--- src/rtl/prod_accumulator_if.sv ---
// Product-in / sum-out handshake bundle for prod_accumulator.
interface prod_accumulator_if #(
  parameter int PW    = 8,
  parameter int ACC_W = 12
);
  logic             prod_valid;
  logic             prod_ready;
  logic [PW-1:0]    prod_data;
  logic             sum_valid;
  logic             sum_ready;
  logic [ACC_W-1:0] sum_data;
  logic             sum_ovf;
  logic [7:0]       sum_cnt;

  modport master (
    output prod_valid,
    output prod_data,
    output sum_ready,
    input  prod_ready,
    input  sum_valid,
    input  sum_data,
    input  sum_ovf,
    input  sum_cnt
  );

  modport slave (
    input  prod_valid,
    input  prod_data,
    input  sum_ready,
    output prod_ready,
    output sum_valid,
    output sum_data,
    output sum_ovf,
    output sum_cnt
  );
endinterface

--- src/rtl/prod_accumulator.sv ---
// Saturating dot-product accumulator: sums L consecutive products,
// then holds the result on a registered valid/ready port.
module prod_accumulator #(
  parameter int PW    = 8,
  parameter int ACC_W = 12,
  parameter int LEN_W = 4
) (
  input  logic             clk,
  input  logic             rst_n,
  input  logic             clr,
  input  logic [LEN_W-1:0] cfg_len,
  prod_accumulator_if.slave bus
);
  localparam int CNT_W = LEN_W + 1;

  typedef enum logic [1:0] {
    IDLE,
    ACCUM,
    DONE
  } state_e;

  state_e           state_q;
  logic [ACC_W-1:0] acc_q;
  logic [ACC_W-1:0] acc_d;
  logic [CNT_W-1:0] cnt_q;
  logic [CNT_W-1:0] cnt_d;
  logic [CNT_W-1:0] len_q;
  logic [CNT_W-1:0] len_d;
  logic             ovf_q;
  logic             ovf_d;
  logic             prod_ready_q;
  logic             sum_valid_q;
  logic [ACC_W-1:0] sum_data_q;
  logic             sum_ovf_q;
  logic [7:0]       sum_cnt_q;
  logic [ACC_W:0]   wide;
  logic             last;
  logic             prod_fire;
  logic             sum_fire;

  assign prod_fire = bus.prod_valid & prod_ready_q;
  assign sum_fire  = bus.sum_ready & sum_valid_q;

  // First term of a sum loads directly; later terms add with clamp.
  always_comb begin
    wide = (ACC_W+1)'(acc_q) + (ACC_W+1)'(bus.prod_data);
    if (state_q == IDLE) begin
      acc_d = ACC_W'(bus.prod_data);
      ovf_d = 1'b0;
      cnt_d = CNT_W'(1);
      if (cfg_len == '0) begin
        len_d = CNT_W'(2**LEN_W);
      end else begin
        len_d = CNT_W'(cfg_len);
      end
    end else begin
      acc_d = wide[ACC_W] ? '1 : wide[ACC_W-1:0];
      ovf_d = ovf_q | wide[ACC_W];
      cnt_d = cnt_q + CNT_W'(1);
      len_d = len_q;
    end
    last = (cnt_d == len_d);
  end

  always_ff @(posedge clk) begin
    if (!rst_n || clr) begin
      state_q      <= IDLE;
      acc_q        <= '0;
      cnt_q        <= '0;
      len_q        <= '0;
      ovf_q        <= 1'b0;
      prod_ready_q <= 1'b1;
      sum_valid_q  <= 1'b0;
      sum_data_q   <= '0;
      sum_ovf_q    <= 1'b0;
      if (!rst_n) begin
        sum_cnt_q <= '0;
      end
    end else begin
      unique case (state_q)
        IDLE, ACCUM: begin
          if (prod_fire) begin
            acc_q <= acc_d;
            ovf_q <= ovf_d;
            cnt_q <= cnt_d;
            len_q <= len_d;
            if (last) begin
              state_q      <= DONE;
              prod_ready_q <= 1'b0;
              sum_valid_q  <= 1'b1;
              sum_data_q   <= acc_d;
              sum_ovf_q    <= ovf_d;
            end else begin
              state_q <= ACCUM;
            end
          end
        end
        DONE: begin
          if (sum_fire) begin
            state_q      <= IDLE;
            acc_q        <= '0;
            cnt_q        <= '0;
            ovf_q        <= 1'b0;
            prod_ready_q <= 1'b1;
            sum_valid_q  <= 1'b0;
            sum_data_q   <= '0;
            sum_ovf_q    <= 1'b0;
            sum_cnt_q    <= sum_cnt_q + 8'd1;
          end
        end
        default: begin
          state_q      <= IDLE;
          prod_ready_q <= 1'b1;
          sum_valid_q  <= 1'b0;
        end
      endcase
    end
  end

  assign bus.prod_ready = prod_ready_q;
  assign bus.sum_valid  = sum_valid_q;
  assign bus.sum_data   = sum_data_q;
  assign bus.sum_ovf    = sum_ovf_q;
  assign bus.sum_cnt    = sum_cnt_q;

endmodule
--- src/flat_wrapper.sv ---
// flat-port wrapper written by rule: the top's interface ports become plain ports
module prod_accumulator_flat 
#(
  parameter int PW    = 8,
  parameter int ACC_W = 12,
  parameter int LEN_W = 4
)
  (clk, rst_n, clr, cfg_len, bus_prod_valid, bus_prod_data, bus_sum_ready, bus_prod_ready, bus_sum_valid, bus_sum_data, bus_sum_ovf, bus_sum_cnt);
  prod_accumulator_if #(.PW(PW), .ACC_W(ACC_W)) bus_i ();
  input  logic clk;
  input  logic rst_n;
  input  logic clr;
  input  logic [LEN_W-1:0] cfg_len;
  input wire logic [$bits(bus_i.prod_valid)-1:0] bus_prod_valid;
  input wire logic [$bits(bus_i.prod_data)-1:0] bus_prod_data;
  input wire logic [$bits(bus_i.sum_ready)-1:0] bus_sum_ready;
  output wire logic [$bits(bus_i.prod_ready)-1:0] bus_prod_ready;
  output wire logic [$bits(bus_i.sum_valid)-1:0] bus_sum_valid;
  output wire logic [$bits(bus_i.sum_data)-1:0] bus_sum_data;
  output wire logic [$bits(bus_i.sum_ovf)-1:0] bus_sum_ovf;
  output wire logic [$bits(bus_i.sum_cnt)-1:0] bus_sum_cnt;
  assign bus_i.prod_valid = bus_prod_valid;
  assign bus_i.prod_data = bus_prod_data;
  assign bus_i.sum_ready = bus_sum_ready;
  assign bus_prod_ready = bus_i.prod_ready;
  assign bus_sum_valid = bus_i.sum_valid;
  assign bus_sum_data = bus_i.sum_data;
  assign bus_sum_ovf = bus_i.sum_ovf;
  assign bus_sum_cnt = bus_i.sum_cnt;
  prod_accumulator #(.PW(PW), .ACC_W(ACC_W), .LEN_W(LEN_W)) u_core (.clk(clk), .rst_n(rst_n), .clr(clr), .cfg_len(cfg_len), .bus(bus_i));
endmodule
--- config.mk ---
export PLATFORM = sky130hd
export DESIGN_NAME = prod_accumulator_flat
export DESIGN_NICKNAME = d
export VERILOG_FILES = /design/src/rtl/prod_accumulator_if.sv /design/src/rtl/prod_accumulator.sv /design/src/flat_wrapper.sv
export SDC_FILE = /design/constraint.sdc
export NUM_CORES = 1
export LEC_CHECK = 0
export ABC_AREA = 1
export BUFFER_PORTS_ARGS = -buffer_cell sky130_fd_sc_hd__clkbuf_2
export CAP_MARGIN = 20
export CORE_MARGIN = 10
export CORE_UTILIZATION = 25
export CTS_BUF_LIST = sky130_fd_sc_hd__clkbuf_16
export CTS_CLUSTER_DIAMETER = 50
export DETAILED_ROUTE_END_ITERATION = 16
export PLACE_DENSITY = 0.42
export RECOVER_POWER = 100
export SETUP_SLACK_MARGIN = 0.05
export SYNTH_ARGS = -nofsm -noshare
export SYNTH_HDL_FRONTEND = slang
export SYNTH_SLANG_ARGS = --single-unit
--- constraint.sdc ---
create_clock -name clk -period 4 [get_ports clk]
set_input_delay 0.4 -clock clk [delete_from_list [all_inputs] [get_ports clk]]
set_output_delay 0.4 -clock clk [all_outputs]
set_load 0.005 [all_outputs]
==> impl_metrics.toml <==
[clock_network]
htree_levels = 2
cts_buffer_depth = 2
cts-hold-fix-buffers = 0
cts_tree = "built"
post_cts_buffers = 0
clock_sinks = 48
cts_resized = 0
cts_root_buf = "clkbuf_16"
clk_latency_ns = 0.29
cts_buffers = 5
path_clk_slew_ns = 0.07

[yosys]
ys_ff_latch = 48
yosysUniqueCellTypes = 38
yosys-top-cells-area = "dfxtp_1, nand2_1, edfxtp_1"
synth-edff-count = 8
yosysMostFrequentCell = "nand2_1"
synth_nets = 454
ys_seq_area_share_pct = 35.8
syn_area_per_cell_um2 = 6.83
synth_flop_cell = "dfxtp_1"
yosysTopAreaCell = "dfxtp_1"
synth_top_cells_by_count = "nand2_1, inv_1, nand3_1"
synth_top_area_share_pct = 27.5
postSynthCellCount = 426
syn_area_mm2 = 0.00291
yosysWarnings = 0
postSynth.asyncResetShare_pct = 0

[route]
vias = 2744
avgViaCountPerCell = 4.56
postRouteAntennaNets = 0
finalWirelength_mm = 7.87
drc = 0
wire_per_inst_um = 13.1
drt_iter0_drc = 131
first_pass_iters = 5

[critical_path]
arrival_ns = 3.21
critPathRequiredTime_ns = 4.23
endpoint = "u_core.bus.sum_data[11]"
r2r_start = "u_core.state_q[0]"
end_kind = "register"
startpoint = "u_core.state_q[0]"
path_class = "reg -> reg"
r2r_slack_ns = 1.02
crit_fanout = 21
reg2reg_depth = 12
startpoint_type = "register"
reg2reg_to = "u_core.bus.sum_data[11]"

[placed_design]
gp_congestion = 0.780
portBuffers = 39
hpwl_mm = 5.87
post-place-ws_ns = 1.27

[hold_path]
hold_path_startpoint = "cfg_len[0]"
hold_path.class = "in -> reg"

[floorplanning]
coreArea_mm2 = 0.0114
ioPinCount = 40
die_w_um = 128
die_h_um = 128
initial_core_util_pct = 25.5
rows = 39
dieArea_mm2 = 0.0164

[finish]
antenna_cells = 0
finalNetCount = 486
drive_gt1_share_pct = 8.06
fill_cells = 1332
syn2layout_area_growth_pct = 14.4

[sta]
max_slew_margin_pct = 7.27
grt_setup_unrepaired = "no"
tns_ns = 0
min_period_over_period_pct = 74.5
finalHoldViolations = 0
whs_ns = 0.408
setup_viol_count_final = 0
final_max_slew_viol_count = 0
fin_skew_ns = 0.00493
fin_ws_ns = 1.02
tightest_slew_ns = 1.39
clock.fmax_mhz = 336
fin_crit_ns = 2.98

[run_status]
status = "complete, no violations"

[global_routing]
antenna_found_initial = 0
grt_max_degree = 34
grt_pass1_vias = 2676
grt_use_total_pct = 9.88
grt_pass1_wl_mm = 13.3
grt_overflow = 0

[power]
power.density_mw_per_mm2 = 371
power.leakage_uw = 0.00156
vdd_drop_max_uv = 151

[run]
maxCapViolCount = 0
worst min path at each step:
stage	end	slack [ns]	cells after the start
4_1_cts	u_core.len_q[0]	0.39	3
6_report	u_core.len_q[0]	0.41	3
2_1_floorplan	u_core.len_q[1]	0.46	2
5_1_grt	u_core.len_q[0]	0.43	3
3_3_place_gp	u_core.bus.sum_ovf	0.46	2
3_5_place_dp	u_core.bus.sum_data[10]	0.46	2
stage by stage:
stage / utilization [%] / instances / instance area (um2) / power, uW
after CTS: 29.7 / 602 / 3390 / 1270
after detailed placement: 28.0 / 594 / 3200 / 692
final: 29.1 / 602 / 3330 / 1240
after global placement: 28.0 / 593 / 3200 / 691
after global routing: 29.1 / 602 / 3330 / 1300
after floorplan: - / 426 / 2910 / 647
registers in the layout, summed over array words and instances, names as in the netlist:
signal	flops
u_core.acc_q	12
u_core.bus.sum_data	12
u_core.bus.sum_cnt	8
u_core.cnt_q	5
u_core.len_q	5
u_core.state_q	2
u_core.bus.prod_ready	1
u_core.bus.sum_ovf	1
u_core.bus.sum_valid	1
u_core.ovf_q	1
cells by family (layout without fill, tap and decap cells):
group | count (synthesis) | count (layout) | synth area share (%)
simple gates | 215 | 215 | 32.7
buf+inv | 75 | 108 | 11.1
fa+ha+maj | 11 | 11 | 4.99
flops | 48 | 48 | 35.8
xor+xnor | 2 | 2 | 0.602
compound gates | 75 | 75 | 14.8
metal layers:
metal / part of all wire, % / routed length (um) / vias up / track usage [%]
met4: 1.6 / 124 / 0 / 3.25
li1: - / - / 1452 / -
met5: 0 / 0 / - / 0
met3: 4.0 / 315 / 8 / 2.32
met1: 46 / 3640 / 1248 / 11.9
met2: 48 / 3790 / 36 / 16.9
power breakdown:
group / switching (uW) / internal (uW) / total [uW]
clock network: 200 / 361 / 561
registers: 13.9 / 506 / 520
logic: 101 / 53.0 / 154
layout by cell type, fill, tap and decap left out, types with 6 or more instances in the layout:
cell type | netlist | layout
nand3_1 | 43 | 44
nor2_1 | 38 | 39
o211ai_1 | 6 | 6
clkbuf_1 | 5 | 23
inv_1 | 57 | 57
o21ai_0 | 22 | 22
edfxtp_1 | 8 | 8
clkbuf_2 | 0 | 18
nand4_1 | 6 | 6
nand2_1 | 108 | 111
dfxtp_1 | 40 | 40
a21oi_1 | 33 | 34
ha_1 | 10 | 10
critical path: stages, from the launching register on:
cell	delay, ns
dfxtp_1	0.76
inv_1	0.10
nand2_1	0.50
nand2_1	0.15
nand3_1	0.13
nand3_1	0.08
nor2_1	0.11
nand3_1	0.12
nand2_2	0.38
nand2_1	0.29
nand2_1	0.12
nand2_1	0.05
nor2_1	0.13
final cells by class:
type | count | area, um2 | area share, %
Clock buffer | 5 | 125 | 3.76
Clock inverter | 3 | 68.8 | 2.07
Inverter | 58 | 218 | 6.54
Multi-Input combinational cell | 303 | 1520 | 45.6
Sequential cell | 48 | 1040 | 31.3
Tap cell | 143 | 179 | 5.38
Timing Repair Buffer | 42 | 180 | 5.41
(Power assumes the default switching activity.)
